$ cat config.mk
export PLATFORM = sky130hd
export DESIGN_NAME = idex_operand_stage
export DESIGN_NICKNAME = d
export VERILOG_FILES = /design/src/rtl/idex_operand_stage.sv
export SDC_FILE = /design/constraint.sdc
export NUM_CORES = 1
export LEC_CHECK = 0
export BUFFER_PORTS_ARGS = -buffer_cell sky130_fd_sc_hd__clkbuf_2
export CAP_MARGIN = 40
export CORE_MARGIN = 4
export CORE_UTILIZATION = 25
export CTS_BUF_LIST = sky130_fd_sc_hd__clkbuf_8 sky130_fd_sc_hd__clkbuf_16
export CTS_CLUSTER_SIZE = 12
export DETAILED_ROUTE_END_ITERATION = 10
export GPL_TIMING_DRIVEN = 0
export SETUP_SLACK_MARGIN = 0.02
export SLEW_MARGIN = 0
export SYNTH_ARGS = -nofsm -noshare
export SYNTH_HDL_FRONTEND = slang
export SYNTH_SLANG_ARGS = --single-unit
$ cat constraint.sdc
create_clock -name Clk -period 7.2 [get_ports Clk]
set_input_delay 1.08 -clock Clk [delete_from_list [all_inputs] [get_ports Clk]]
set_output_delay 1.08 -clock Clk [all_outputs]
set_load 0.01 [all_outputs]
$ cat src/rtl/idex_operand_stage.sv
// ID/EX pipeline register with EX/MEM and MEM/WB operand forwarding, shamt/immediate
// operand selection and load-use hazard detection feeding the EX-stage ALU.
module idex_operand_stage #(
   parameter int DATA_W = 32,
   parameter int RA_W   = 5
) (
   input  logic              Clk,
   input  logic              Reset,
   input  logic [DATA_W-1:0] IdRsData,
   input  logic [DATA_W-1:0] IdRtData,
   input  logic [DATA_W-1:0] IdImm,
   input  logic [4:0]        IdShamt,
   input  logic [RA_W-1:0]   IdRs,
   input  logic [RA_W-1:0]   IdRt,
   input  logic [RA_W-1:0]   IdRd,
   input  logic              IdUsesRt,
   input  logic [3:0]        IdALUCtrl,
   input  logic              IdALUSrc,
   input  logic              IdShiftSrc,
   input  logic              IdRegDst,
   input  logic              IdRegWrite,
   input  logic              IdMemRead,
   input  logic              IdMemWrite,
   input  logic              IdMemToReg,
   input  logic              Flush,
   input  logic              Hold,
   input  logic              ExMemRegWrite,
   input  logic [RA_W-1:0]   ExMemRw,
   input  logic [DATA_W-1:0] ExMemResult,
   input  logic              MemWbRegWrite,
   input  logic [RA_W-1:0]   MemWbRw,
   input  logic [DATA_W-1:0] MemWbData,
   output logic [DATA_W-1:0] BusA,
   output logic [DATA_W-1:0] BusB,
   output logic [3:0]        ALUCtrl,
   output logic [DATA_W-1:0] StoreData,
   output logic [RA_W-1:0]   ExRw,
   output logic              ExRegWrite,
   output logic              ExMemRead,
   output logic              ExMemWrite,
   output logic              ExMemToReg,
   output logic              ExValid,
   output logic              LoadUseStall
);

   typedef struct packed {
      logic [DATA_W-1:0] RsData;
      logic [DATA_W-1:0] RtData;
      logic [DATA_W-1:0] Imm;
      logic [4:0]        Shamt;
      logic [RA_W-1:0]   Rs;
      logic [RA_W-1:0]   Rt;
      logic [RA_W-1:0]   Rw;
      logic [3:0]        ALUCtrl;
      logic              ALUSrc;
      logic              ShiftSrc;
      logic              RegWrite;
      logic              MemRead;
      logic              MemWrite;
      logic              MemToReg;
      logic              Valid;
   } stage_t;

   stage_t stage_d, stage_q;

   logic [DATA_W-1:0] fwdA, fwdB;

   always_comb begin
      LoadUseStall = stage_q.Valid & stage_q.MemRead & (stage_q.Rw != '0) &
                     ((stage_q.Rw == IdRs) | (IdUsesRt & (stage_q.Rw == IdRt)));
   end

   // A bubble clears everything, so a squashed slot cannot forward or drive the ALU.
   always_comb begin
      stage_d = stage_q;
      if (Flush) begin
         stage_d = '0;
      end else if (!Hold) begin
         if (LoadUseStall) begin
            stage_d = '0;
         end else begin
            stage_d.RsData   = IdRsData;
            stage_d.RtData   = IdRtData;
            stage_d.Imm      = IdImm;
            stage_d.Shamt    = IdShamt;
            stage_d.Rs       = IdRs;
            stage_d.Rt       = IdRt;
            stage_d.Rw       = IdRegDst ? IdRd : IdRt;
            stage_d.ALUCtrl  = IdALUCtrl;
            stage_d.ALUSrc   = IdALUSrc;
            stage_d.ShiftSrc = IdShiftSrc;
            stage_d.RegWrite = IdRegWrite;
            stage_d.MemRead  = IdMemRead;
            stage_d.MemWrite = IdMemWrite;
            stage_d.MemToReg = IdMemToReg;
            stage_d.Valid    = 1'b1;
         end
      end
   end

   always_ff @(posedge Clk) begin
      if (Reset) begin
         stage_q <= '0;
      end else begin
         stage_q <= stage_d;
      end
   end

   // The younger EX/MEM result wins over MEM/WB; register 0 is hardwired and never forwarded.
   always_comb begin
      fwdA = stage_q.RsData;
      if (ExMemRegWrite && (ExMemRw != '0) && (ExMemRw == stage_q.Rs)) begin
         fwdA = ExMemResult;
      end else if (MemWbRegWrite && (MemWbRw != '0) && (MemWbRw == stage_q.Rs)) begin
         fwdA = MemWbData;
      end
      fwdB = stage_q.RtData;
      if (ExMemRegWrite && (ExMemRw != '0) && (ExMemRw == stage_q.Rt)) begin
         fwdB = ExMemResult;
      end else if (MemWbRegWrite && (MemWbRw != '0) && (MemWbRw == stage_q.Rt)) begin
         fwdB = MemWbData;
      end
   end

   always_comb begin
      BusA       = stage_q.ShiftSrc ? {{(DATA_W-5){1'b0}}, stage_q.Shamt} : fwdA;
      BusB       = stage_q.ALUSrc ? stage_q.Imm : fwdB;
      StoreData  = fwdB;
      ALUCtrl    = stage_q.ALUCtrl;
      ExRw       = stage_q.Rw;
      ExRegWrite = stage_q.RegWrite;
      ExMemRead  = stage_q.MemRead;
      ExMemWrite = stage_q.MemWrite;
      ExMemToReg = stage_q.MemToReg;
      ExValid    = stage_q.Valid;
   end

endmodule

Word level (Yosys, flattened, before mapping) --
Index checks and enable logic that the tools add are counted.
Storage, ports and cells: word-level logic and storage cells 44, input bits 208, flip-flop bits (word level) 127
Cells by class: reductions and logical operators 10, multiplexer cells 8, bitwise gates (word level) 5, equal/unequal tests 6
Operator list (count):
- two-way mux 32 bit | 6
- two-way mux 127 bit | 1
- == test 5 bit | 6
- nonzero test 5 bit | 3
- logical AND 1 bit | 6
- two-way mux 5 bit | 1
- bitwise AND 1 bit | 4
- OR reduction 2 bit | 1
- OR 1 bit | 1

Depth between registers and ports, before layout --
word-level depth 6, depth in mapped cells 7

Worst setup path before layout --
No wires, ideal clock.
path kind input port to output port, start input MemWbRw[1], end output BusA[30], slack 3.193 ns, stages on the path 7, path buffers 2, required time 6.120 ns, data arrival time 2.927 ns, cells stage by stage or4_1 o21ai_0 or3_1 buf_2 buf_1 nand2_1 a311oi_1
On the way: cells in the longest elaborated chain, start to end 6
RTL lines:
- start, declared | RTL line 31 | input logic [RA_W-1:0] MemWbRw,
- nonzero test 5 bit | RTL line 114 | end else if (MemWbRegWrite && (MemWbRw != '0) && (MemWbRw == stage_q.Rs)) begin
- logical AND 1 bit | RTL line 114
- logical AND 1 bit (*) | RTL line 114
- two-way mux 32 bit (*) | RTL line 114
- two-way mux 32 bit (*) | RTL line 112 | if (ExMemRegWrite && (ExMemRw != '0) && (ExMemRw == stage_q.Rs)) begin
- two-way mux 32 bit (*) | RTL line 126 | BusA = stage_q.ShiftSrc ? {{(DATA_W-5){1'b0}}, stage_q.Shamt} : fwdA;
- end, declared | RTL line 33 | output logic [DATA_W-1:0] BusA,
Every way passes the cells marked *; elsewhere a longest branch is shown, timed or not.

Worst setup path in the final report --
start input ExMemRw[1], end output StoreData[3]
On the way: cells in the longest elaborated chain, start to end 4
RTL lines:
- start, declared | RTL line 28 | input logic [RA_W-1:0] ExMemRw,
- nonzero test 5 bit | RTL line 118 | if (ExMemRegWrite && (ExMemRw != '0) && (ExMemRw == stage_q.Rt)) begin
- logical AND 1 bit | RTL line 118
- logical AND 1 bit (*) | RTL line 118
- two-way mux 32 bit (*) | RTL line 118
- end, declared | RTL line 36 | output logic [DATA_W-1:0] StoreData,
Marks and branches as above.

==> results.md <==
- Tmin final: a little under 5 ns
- CTS Buf Count: 17
- Nets: 1258
- Die Span Y: 167 µm
- DR vias: 7216
- CP Max Fanout: 10
- Status: complete, no violations
- Tightest Pin Transition: 0.807 ns
- Syn Nets: 919
- Total GRT Usage: about 21%
- Met3 usage: 4.38%
- Largest net degree at the start of global routing: 17
- RSZ-0062 raised after global routing: no
- Via density: 5.20
- Post-Syn Area: 0.00632 mm²
- Slew Limit Fails: 0
- Initial DRC count: 638
- Starting Density: 25.7%
- Post-synth cell types: 32
- Share of cells above drive strength 1: a little over a third
- Yosys warns: 0
- CP arrival: 3.88 ns
- Clock latency on the worst-skew pair: ~0.42 ns
- Met2 GRT Util: approximately a third
- Post-Route Utilization: between 30% and 40%
- First-pass DRT Iterations: 6
- Ys flop type: dfxtp_1
- Worst vdd ir: 136 µV
- Port bufs: 318
- Worst hold slack: 0.470 ns
- Reg2reg setup slack: 4.61 ns
- WP data required: approximately 6.1 ns
- Final hold violation count: 0
- Cells after synthesis: 711
- RePlAce Congestion: 0.939
- Layout Skew: 0.0120 ns
- Sequential area share after synthesis: 40.2%
- First-pass GRT wire length: between 40000 and 50000 µm
- HP Class: flop to flop
- PwrDens: 209 mW/mm²
- Final HPWL from detailed placement: 23400 µm
- Period utilization: 69.0%
- Drt drc: 0
- Slew HR: a little under half
- Most Crowded Layer GR: met2
- Final setup fails: 0
- CORE AREA: approximately 0.025 mm²
- FF+latch count, synth: ~130
- CTS H-tree lvls: 4
- Avg WL per Cell: approximately 22 µm
- EDFF count, synth: 0
- Die area: about 0.028 mm²
- Crit end category: output port
- Overflow after GRT: 0
- Ports: 319
- Total Neg Setup Slack: 0 ns
- Worst Setup Start Kind: primary input
- Critical path type: primary input to output port
- Clk root buf: clkbuf_16
- Syn avg cell area: between 8 and 9 µm²
- Initial antenna violation count: 2
- Area growth, synth to finish: 41.2%
- Number of global-route vias before repair: 7245
- Cts hold-fix bufs: 0
- Post-CTS Resized: 0
- Post-CTS Setup Inserts: 0
- Clock slew at reported path FFs: 0.06 ns
- Final antenna-violating net count: 0
- Max cap viols: 0
- Row count: 57
- Max frequency: just over 0.2 GHz
- Clk sinks: 127
- DIE WIDTH: 167 µm
- Met1 Usage GRT: 26.8%
- CTS tree: built
- Ys async rst share: 0%
- Pwr Total: 1.87 mW
- CTS max path bufs: 2
- LEAKAGE: 3.93 nW
- Routed wire length: 30100 µm
==> sequential cells by signal, summed over array words and instances, names as in the netlist <==
signal / flops
ExRw: 5
ExMemToReg: 1
ExValid: 1
ExMemRead: 1
ALUCtrl: 4
stage_q: 113
ExMemWrite: 1
ExRegWrite: 1
==> worst max-delay path: stages <==
cell      delay (ns)
clkbuf_2        0.11
or4_1           0.51
o21a_1          0.22
nand3_1         0.27
clkbuf_1        0.61
clkbuf_1        0.66
a21oi_1         0.22
clkbuf_2        0.19
==> synth_stat cells, types with 2 or more instances <==
cell | count | area [µm²]
dfxtp_1 | 127 | 2540
a22o_1 | 126 | 1100
nor2_1 | 60 | 225
nand2_1 | 57 | 214
clkbuf_1 | 56 | 210
nor3_1 | 40 | 200
a221oi_1 | 37 | 324
inv_1 | 37 | 139
mux2i_1 | 37 | 370
a21oi_1 | 32 | 160
a311oi_1 | 27 | 236
xnor2_1 | 20 | 175
xor2_1 | 10 | 87.6
buf_4 | 9 | 67.6
buf_2 | 8 | 40.0
mux2_2 | 5 | 56.3
nand3_1 | 4 | 20.0
buf_1 | 2 | 7.51
nand4_1 | 2 | 12.5
or3_1 | 2 | 12.5
or4_1 | 2 | 15.0
==> through the flow <==
step           cell area, µm²  setup slack [ns]  cells
3_5_place_dp             8340              2.27   1355
2_1_floorplan            6320              3.19    711
4_1_cts                  8920              2.26   1387
6_report                 8920              2.24   1389
3_3_place_gp             8320              2.25   1353
5_1_grt                  8920              2.12   1389
==> cells in the final DEF, fill, tap and decap left out, types with 3 or more instances in the layout <==
| cell type | instances |
|---|---|
| clkbuf_2 | 318 |
| dfxtp_1 | 127 |
| a22o_1 | 126 |
| nor2_1 | 60 |
| nand2_1 | 57 |
| clkbuf_1 | 56 |
| nor3_1 | 40 |
| mux2i_1 | 37 |
| inv_1 | 37 |
| a221oi_1 | 37 |
| a21oi_1 | 32 |
| a311oi_1 | 27 |
| xnor2_1 | 20 |
| clkbuf_16 | 17 |
| xor2_1 | 10 |
| buf_4 | 9 |
| buf_2 | 8 |
| mux2_2 | 5 |
| nand3_1 | 4 |
| clkinv_4 | 4 |
| clkbuf_8 | 3 |
| clkinvlp_4 | 3 |
| clkinv_2 | 3 |
==> cell families after synthesis <==
family / count (synthesis) / share of synthesized area (%)
buffers and inverters: 112 / 7.34
AOI/OAI and AO/OA: 229 / 30.0
xor gates and xnor gates: 30 / 4.16
DFF: 127 / 40.2
muxes: 42 / 6.75
and+or+nand+nor: 171 / 11.6
==> metal layers <==
metal / wire [µm] / up-vias
li1: - / 3332
met1: 12800 / 3413
met2: 14100 / 427
met3: 2440 / 44
met4: 784 / 0
met5: 0 / -
==> report_power, final <==
part,internal (mW),total [mW],switching (mW)
Sequential,0.727,0.743,0.0163
Clock,0.504,0.850,0.346
Combinational,0.123,0.274,0.151
==> final timing paths <==
path,end,cells after the start,from
max,StoreData[3],8,ExMemRw[1]
min,ExMemToReg,1,ExMemToReg
min reg2reg,ExMemToReg,1,ExMemToReg
max reg2reg,stage_q[75],7,ExRw[4]
==> area by class of cell <==
class,count,area [µm²]
repair buffers,320,1610
plain buffers,75,325
fillers,2605,15700
clock inverters,12,111
well taps,324,405
multi-input cells,472,3320
clock buffers,20,467
flip-flops and latches,127,2540
inverters,37,139
diodes,2,5.00
(Power assumes the default switching activity.)
